`config.mk`:
```
export PLATFORM = sky130hd
export DESIGN_NAME = imem_load_arbiter_flat
export DESIGN_NICKNAME = d
export VERILOG_FILES = /design/src/rtl/imem_load_arbiter_if.sv /design/src/rtl/imem_load_arbiter.sv /design/src/flat_wrapper.sv
export SDC_FILE = /design/constraint.sdc
export NUM_CORES = 1
export LEC_CHECK = 0
export CORE_UTILIZATION = 29
export CTS_CLUSTER_SIZE = 14
export DETAILED_ROUTE_END_ITERATION = 7
export PLACE_DENSITY = 0.88
export SYNTH_ARGS = -nofsm -noshare
export SYNTH_HDL_FRONTEND = slang
export SYNTH_SLANG_ARGS = --single-unit
```
`constraint.sdc`:
```
create_clock -name Clk -period 3.1 [get_ports Clk]
set_input_delay 0.62 -clock Clk [delete_from_list [all_inputs] [get_ports Clk]]
set_output_delay 0.62 -clock Clk [all_outputs]
set_load 0.005 [all_outputs]
```
`src/rtl/imem_load_arbiter_if.sv`:
```
// Bundle of loader, fetch and instruction-memory signals around imem_load_arbiter.
// The slave modport is the arbiter's view; master is the surrounding system (loader, CPU, memory).
interface imem_load_arbiter_if #(
  parameter int DEPTH  = 11,
  parameter int ADDR_W = 4
);
  logic              LoadStart;
  logic [ADDR_W:0]   LoadLen;
  logic [31:0]       LoadData;
  logic              LoadValid;
  logic              LoadReady;
  logic              LoadDone;
  logic              LoadErr;
  logic              FetchReq;
  logic [31:0]       FetchAddr;
  logic [31:0]       FetchInstr;
  logic              FetchValid;
  logic              AddrFault;
  logic              CpuHold;
  logic [ADDR_W-1:0] MemAddr;
  logic              MemWe;
  logic [31:0]       MemWrData;
  logic [31:0]       MemRdData;

  modport slave (
    input  LoadStart, LoadLen, LoadData, LoadValid, FetchReq, FetchAddr, MemRdData,
    output LoadReady, LoadDone, LoadErr, FetchInstr, FetchValid, AddrFault, CpuHold,
           MemAddr, MemWe, MemWrData
  );

  modport master (
    output LoadStart, LoadLen, LoadData, LoadValid, FetchReq, FetchAddr, MemRdData,
    input  LoadReady, LoadDone, LoadErr, FetchInstr, FetchValid, AddrFault, CpuHold,
           MemAddr, MemWe, MemWrData
  );
endinterface

```
`src/rtl/imem_load_arbiter.sv`:
```
// Shares the instruction memory port between the program loader and CPU fetch.
// CPU is held until a load completes; fetches return one cycle after the request.
module imem_load_arbiter #(
  parameter int DEPTH  = 11,
  parameter int ADDR_W = 4
) (
  input  logic Clk,
  input  logic Rst,
  imem_load_arbiter_if.slave bus
);
  typedef enum logic [1:0] {IDLE, LOAD, RUN} state_e;

  state_e            state_q, state_d;
  logic [ADDR_W-1:0] wptr_q, wptr_d;
  logic [ADDR_W:0]   len_q, len_d;
  logic              done_q, done_d;
  logic              err_q, err_d;
  logic              fv_q, fv_d;
  logic              flt_q, flt_d;
  logic              len_ok, last;

  assign len_ok = (bus.LoadLen != '0) && (bus.LoadLen <= (ADDR_W+1)'(DEPTH));
  assign last   = ({1'b0, wptr_q} == (len_q - (ADDR_W+1)'(1)));

  always_ff @(posedge Clk or posedge Rst) begin
    if (Rst) begin
      state_q <= IDLE;
      wptr_q  <= '0;
      len_q   <= '0;
      done_q  <= 1'b0;
      err_q   <= 1'b0;
      fv_q    <= 1'b0;
      flt_q   <= 1'b0;
    end else begin
      state_q <= state_d;
      wptr_q  <= wptr_d;
      len_q   <= len_d;
      done_q  <= done_d;
      err_q   <= err_d;
      fv_q    <= fv_d;
      flt_q   <= flt_d;
    end
  end

  always_comb begin
    state_d       = state_q;
    wptr_d        = wptr_q;
    len_d         = len_q;
    done_d        = 1'b0;
    err_d         = 1'b0;
    fv_d          = 1'b0;
    flt_d         = 1'b0;
    bus.MemWe     = 1'b0;
    bus.MemAddr   = '0;
    bus.MemWrData = '0;
    unique case (state_q)
      IDLE: begin
        if (bus.LoadStart) begin
          if (len_ok) begin
            wptr_d  = '0;
            len_d   = bus.LoadLen;
            state_d = LOAD;
          end else begin
            err_d = 1'b1;
          end
        end
      end
      LOAD: begin
        if (bus.LoadValid) begin
          bus.MemWe     = 1'b1;
          bus.MemAddr   = wptr_q;
          bus.MemWrData = bus.LoadData;
          wptr_d        = wptr_q + ADDR_W'(1);
          if (last) begin
            state_d = RUN;
            done_d  = 1'b1;
          end
        end
      end
      RUN: begin
        // Full 32-bit compare so high address bits cannot alias into range.
        if (bus.FetchReq) begin
          fv_d        = 1'b1;
          flt_d       = (bus.FetchAddr >= 32'(DEPTH));
          bus.MemAddr = bus.FetchAddr[ADDR_W-1:0];
        end
        if (bus.LoadStart) begin
          if (len_ok) begin
            wptr_d  = '0;
            len_d   = bus.LoadLen;
            state_d = LOAD;
          end else begin
            err_d = 1'b1;
          end
        end
      end
      default: state_d = IDLE;
    endcase
  end

  assign bus.LoadReady  = (state_q == LOAD);
  assign bus.CpuHold    = (state_q != RUN);
  assign bus.LoadDone   = done_q;
  assign bus.LoadErr    = err_q;
  assign bus.FetchValid = fv_q;
  assign bus.AddrFault  = flt_q;
  assign bus.FetchInstr = !fv_q ? 32'h0 : (flt_q ? 32'hFFFF_FFFF : bus.MemRdData);
endmodule

```
`src/flat_wrapper.sv`:
```
// flat-port wrapper written by rule: the top's interface ports become plain ports
module imem_load_arbiter_flat 
#(
  parameter int DEPTH  = 11,
  parameter int ADDR_W = 4
)
  (Clk, Rst, bus_LoadStart, bus_LoadLen, bus_LoadData, bus_LoadValid, bus_FetchReq, bus_FetchAddr, bus_MemRdData, bus_LoadReady, bus_LoadDone, bus_LoadErr, bus_FetchInstr, bus_FetchValid, bus_AddrFault, bus_CpuHold, bus_MemAddr, bus_MemWe, bus_MemWrData);
  imem_load_arbiter_if #(.DEPTH(DEPTH), .ADDR_W(ADDR_W)) bus_i ();
  input  logic Clk;
  input  logic Rst;
  input wire logic [$bits(bus_i.LoadStart)-1:0] bus_LoadStart;
  input wire logic [$bits(bus_i.LoadLen)-1:0] bus_LoadLen;
  input wire logic [$bits(bus_i.LoadData)-1:0] bus_LoadData;
  input wire logic [$bits(bus_i.LoadValid)-1:0] bus_LoadValid;
  input wire logic [$bits(bus_i.FetchReq)-1:0] bus_FetchReq;
  input wire logic [$bits(bus_i.FetchAddr)-1:0] bus_FetchAddr;
  input wire logic [$bits(bus_i.MemRdData)-1:0] bus_MemRdData;
  output wire logic [$bits(bus_i.LoadReady)-1:0] bus_LoadReady;
  output wire logic [$bits(bus_i.LoadDone)-1:0] bus_LoadDone;
  output wire logic [$bits(bus_i.LoadErr)-1:0] bus_LoadErr;
  output wire logic [$bits(bus_i.FetchInstr)-1:0] bus_FetchInstr;
  output wire logic [$bits(bus_i.FetchValid)-1:0] bus_FetchValid;
  output wire logic [$bits(bus_i.AddrFault)-1:0] bus_AddrFault;
  output wire logic [$bits(bus_i.CpuHold)-1:0] bus_CpuHold;
  output wire logic [$bits(bus_i.MemAddr)-1:0] bus_MemAddr;
  output wire logic [$bits(bus_i.MemWe)-1:0] bus_MemWe;
  output wire logic [$bits(bus_i.MemWrData)-1:0] bus_MemWrData;
  assign bus_i.LoadStart = bus_LoadStart;
  assign bus_i.LoadLen = bus_LoadLen;
  assign bus_i.LoadData = bus_LoadData;
  assign bus_i.LoadValid = bus_LoadValid;
  assign bus_i.FetchReq = bus_FetchReq;
  assign bus_i.FetchAddr = bus_FetchAddr;
  assign bus_i.MemRdData = bus_MemRdData;
  assign bus_LoadReady = bus_i.LoadReady;
  assign bus_LoadDone = bus_i.LoadDone;
  assign bus_LoadErr = bus_i.LoadErr;
  assign bus_FetchInstr = bus_i.FetchInstr;
  assign bus_FetchValid = bus_i.FetchValid;
  assign bus_AddrFault = bus_i.AddrFault;
  assign bus_CpuHold = bus_i.CpuHold;
  assign bus_MemAddr = bus_i.MemAddr;
  assign bus_MemWe = bus_i.MemWe;
  assign bus_MemWrData = bus_i.MemWrData;
  imem_load_arbiter #(.DEPTH(DEPTH), .ADDR_W(ADDR_W)) u_core (.Clk(Clk), .Rst(Rst), .bus(bus_i));
endmodule
```
Yosys cells after proc, flatten, opt, wreduce, memory -nomap -nowiden --
Index checks and enable logic that the tools add are counted.
Storage, ports and cells: bits of input ports 106, word-level logic and storage cells 55, bits in registers 15, output and inout port bits 75
Operators by class: eq/ne operators 8, $add $sub $neg 2, multiplexer cells 28, reduce and logical (&&, ||, !) cells 8, magnitude comparators 2
Operators with widths (number):
- $mux W32 | 4
- $ge A32 B4 Y1 const B | 1
- $mux W4 | 5
- $pmux W4 S2 | 2
- $mux W1 | 12
- $mux W2 | 4
- $reduce_and A4 Y1 | 2
- $ne A2 B1 Y1 const B | 3
- $eq A4 B5 Y1 | 1
- $le A5 B4 Y1 const B | 1
- $reduce_bool A5 Y1 | 1
- $sub A5 B1 Y5 const B | 1
- $add A4 B1 Y4 const B | 1
- $ne A2 B2 Y1 const B | 2
- $pmux W2 S2 | 1
- $reduce_and A3 Y1 | 1
- $eq A2 B1 Y1 const B | 1
- $eq A2 B2 Y1 const B | 1
- $logic_not A2 Y1 | 1
- $reduce_bool A2 Y1 | 1
- $reduce_or A2 Y1 | 1
- $logic_and A1 B1 Y1 | 1

Longest topological paths before layout --
depth after elaboration 5, depth in mapped cells 7

Worst setup path after synthesis --
No wires, ideal clock.
path type input to output, start input port bus_LoadValid, end output port bus_MemWrData[10], required time 2.480 ns, path buffers 2, cell stages on the path 3, path slack 1.231 ns, arrival 1.249 ns, cell sequence clkbuf_1 > clkbuf_1 > and3_1
Between the ends: word-level cells in the longest chain between the ends 2
RTL lines:
- start: declaration | line flat_wrapper.sv:14 | input wire logic [$bits(bus_i.LoadValid)-1:0] bus_LoadValid;
- $mux W32 | line imem_load_arbiter.sv:69 | if (bus.LoadValid) begin
- $mux W32 | line imem_load_arbiter.sv:56 | unique case (state_q)
- end: declaration | line flat_wrapper.sv:27 | output wire logic [$bits(bus_i.MemWrData)-1:0] bus_MemWrData;
Every way passes these cells.

Final worst setup path --
start input port bus_LoadValid, end output port bus_MemWrData[5]
Same word-level chain as after synthesis.

==> metrics.md <==
| Metric | Value |
|---|---|
| Outcome | completed |
| Worst-skew pair later-pin latency | 250 ps |
| Hold path startpoint | u_core.len_q[1] |
| Die width | 73.87 um |
| Clock transition at the registers of the reported paths | 60 ps |
| Post-cts resize count | 0 |
| CTS Buf Count | 3 |
| Filler Cells Inserted | 389 |
| Leak | 1.385 nW |
| Post-synth EDFFs | 0 |
| Register area share after synthesis | 25.06% |
| Initial antenna violation count | 0 |
| Reg-to-reg slack, setup | 1280 ps |
| Core area | 4848 um^2 |
| Grt total ovfl | 0 |
| P&R area growth vs syn | 126.1% |
| Flops & latches, synth | 15 |
| Synth Flop Type | dfrtp_1 |
| Via Count | 2084 |
| Antenna Cells | 0 |
| Largest net degree at the start of global routing | 41 |
| Initial DRC count | 59 |
| Hold Crit Endpoint | u_core.len_q[1] |
| Final setup viols | 0 |
| Commonest non-fill, non-tap cell in the layout | clkdlybuf4s50_1 |
| Setup crit start kind | input pin |
| CTS H-tree lvls | 1 |
| # DRC | 0 |
| Critical Path Slowest Stage Cell | clkdlybuf4s50_1 |
| Worst vdd ir | 0.4676 mV |
| Critical Path, Cell by Cell | clkdlybuf4s50_1, buf_4, and3_1, clkdlybuf4s50_1 |
| Worst hold margin | 536.5 ps |
| Most frequent cells in the layout | 180 x clkdlybuf4s50_1, 34 x o21a_1, 33 x and3_1 |
| Global-route wire length before repair | 10.25 mm |
| CTS tree | yes |
| GRT Total Usage | 24.81% |
| Post-synth ARST share | 100.0% |
| Setup TNS | 0 ps |
| Setup Skew | 2.045 ps |
| Crit path required time | 2480 ps |
| Dpl hpwl | 5.644 mm |
| Syn Area/Cell | 8.140 um^2 |
| Multi-input logic area | 1016 um^2 |
| Setup Fix Bufs, Post-CTS | 0 |
| Final period util | 89.63% |
| Vias per cell | 4.938 |
| R2R Path End | u_core.wptr_q[0] |
| MaxCap Viol Count | 0 |
| Antenna Nets Post-Route | 0 |
| Die ar. | 5456 um^2 |
| HP Class | reg2reg |
| Buf/Inv on CP | 3 |
| RSZ-0062 raised after global routing | false |
| Worst slew pin tran | 589.6 ps |
| Cells after Synth | 184 |
| Clk buf depth | 2 |
| Slew Viols, Final | 0 |
| CP dominant cell by count | clkdlybuf4s50_1 |
| Sink Count | 15 |
| Unique masters post-synth | 36 |
| Reg area | 375.4 um^2 |
| Vias in the first global route | 2047 |
| Crit Path Class | in2out |
| Mapped Area | 1498 um^2 |
| Initial Utilization | 30.89% |
| Fmax | 0.3599 GHz |
| Routability cong. | 0.8119 |
| Crit-path max FO | 40 |
| Die height | 73.87 um |
| Hold_buf cts | 0 |
| Final nets | 467 |
| Crit path DAT | 2160 ps |
| Fin crit period | 2779 ps |
| Final hold vios | 0 |
| Family with the most delay on the worst path | buffers and inverters |
| Pre-CTS WS | 318.8 ps |
| FF-to-FF path depth | 6 |
| Ratio of cells with drive above 1 in the final layout | 4.225% |
| Port Buffers | 180 |
| Number of I/O pins | 181 |
| Root Driver | clkbuf_8 |
| Largest stage delay on the critical path | 510 ps |
| Wirelength per Cell | 16.36 um |
| Detailed-router iteration count before antenna repair | 4 |
| Row Count | 25 |
| Hold depth | 1 |
| Net count after synthesis | 295 |
| Origin of the critical flop-to-flop path | u_core.state_q[0] |
| Setup slack after layout | 321.5 ps |
| PwrDens | 400.2 nW/um^2 |
| Remaining max-slew budget at the tightest pin | 60.65% |
| Yosys warnings | 0 |
| CP Capture Type | output pin |
| Critical Path Start | bus_LoadValid |
| WL final | 6.903 mm |
synthesized netlist by cell type, drive strengths merged, types with 2 or more instances:
cell type	n	share of area, %
nand3	3	1.0
ha	5	4.2
buf	2	1.1
a22o	2	1.2
nor2b	5	2.1
dfrtp	15	25
inv	9	2.3
and3	33	14
mux2	5	3.8
xor2	3	1.8
a21oi	4	1.3
a22oi	4	2.0
o21ai	5	1.7
and2	3	1.3
o21a	34	17
nand2	4	1.0
nand4b	2	1.2
nor3	3	1.0
xnor2	2	1.2
nor4	8	3.3
clkbuf	15	3.8
nor2	5	1.3
area by class of cell:
| cell class | instances | area share, % |
|---|---|---|
| clock buffer | 4 | 1.330 |
| sequential | 15 | 11.09 |
| tap | 67 | 2.476 |
| timing repair buffer | 184 | 54.10 |
| inverter | 9 | 0.9978 |
| multi-input combinational | 143 | 30.01 |
kinds of logic (layout without fill, tap and decap cells):
logic type / Yosys count / after routing / synth area share (%)
flops: 15 / 15 / 25.06
compound gates: 57 / 57 / 28.24
simple gates: 70 / 70 / 28.07
xor+xnor: 5 / 5 / 2.925
buf+inv: 26 / 197 / 7.100
mux: 6 / 6 / 4.427
fa+ha+maj: 5 / 5 / 4.177
how the worst max path moves through the flow:
stage / slack (ps) / depth (start not counted) / endpoint
floorplan: 1230 / 3 / bus_MemWrData[10]
global placement: 320 / 4 / bus_MemWrData[3]
detailed placement: 320 / 4 / bus_MemWrData[5]
CTS: 320 / 4 / bus_MemWrData[5]
global route: 260 / 4 / bus_MemWrData[5]
finish: 320 / 4 / bus_MemWrData[5]
power by group:
part           internal [W]  total (W)  switching [W]
Sequential         0.000250   0.000309      0.0000590
Combinational      0.000511   0.000884       0.000373
Clock             0.0000912   0.000162      0.0000707
Total              0.000852    0.00135       0.000503
through the flow:
step	power (W)	area (um^2)	std cells	util, %
4_1_cts	0.001361	3386	422	69.83
5_1_grt	0.001455	3386	422	69.83
3_5_place_dp	0.001195	3341	418	68.90
6_report	0.001355	3386	422	69.83
3_3_place_gp	0.001165	3341	418	68.90
2_1_floorplan	0.0007466	1498	184	-
sequential cells by signal, summed over array words and instances (netlist names):
signal                 cells
u_core.len_q               5
u_core.state_q             2
u_core.bus.AddrFault       1
u_core.wptr_q              4
u_core.bus.LoadErr         1
u_core.bus.FetchValid      1
u_core.bus.LoadDone        1
metal layers:
layer  vias up  part of all wire (%)  GRT usage [%]
met5         -                     0              0
met4         0                   3.6          10.90
met3        25                   7.3          3.841
met2       100                    52          46.69
met1       944                    38          27.16
li1       1015                     -              -
worst register-to-register path: stages (launching register included):
cell	delay, ps
dfrtp_1	380
inv_1	100
ha_1	250
nor2_1	410
nor2_1	200
a21o_1	210
a22o_1	170
Note: power is estimated with default switching activity, not from simulation.
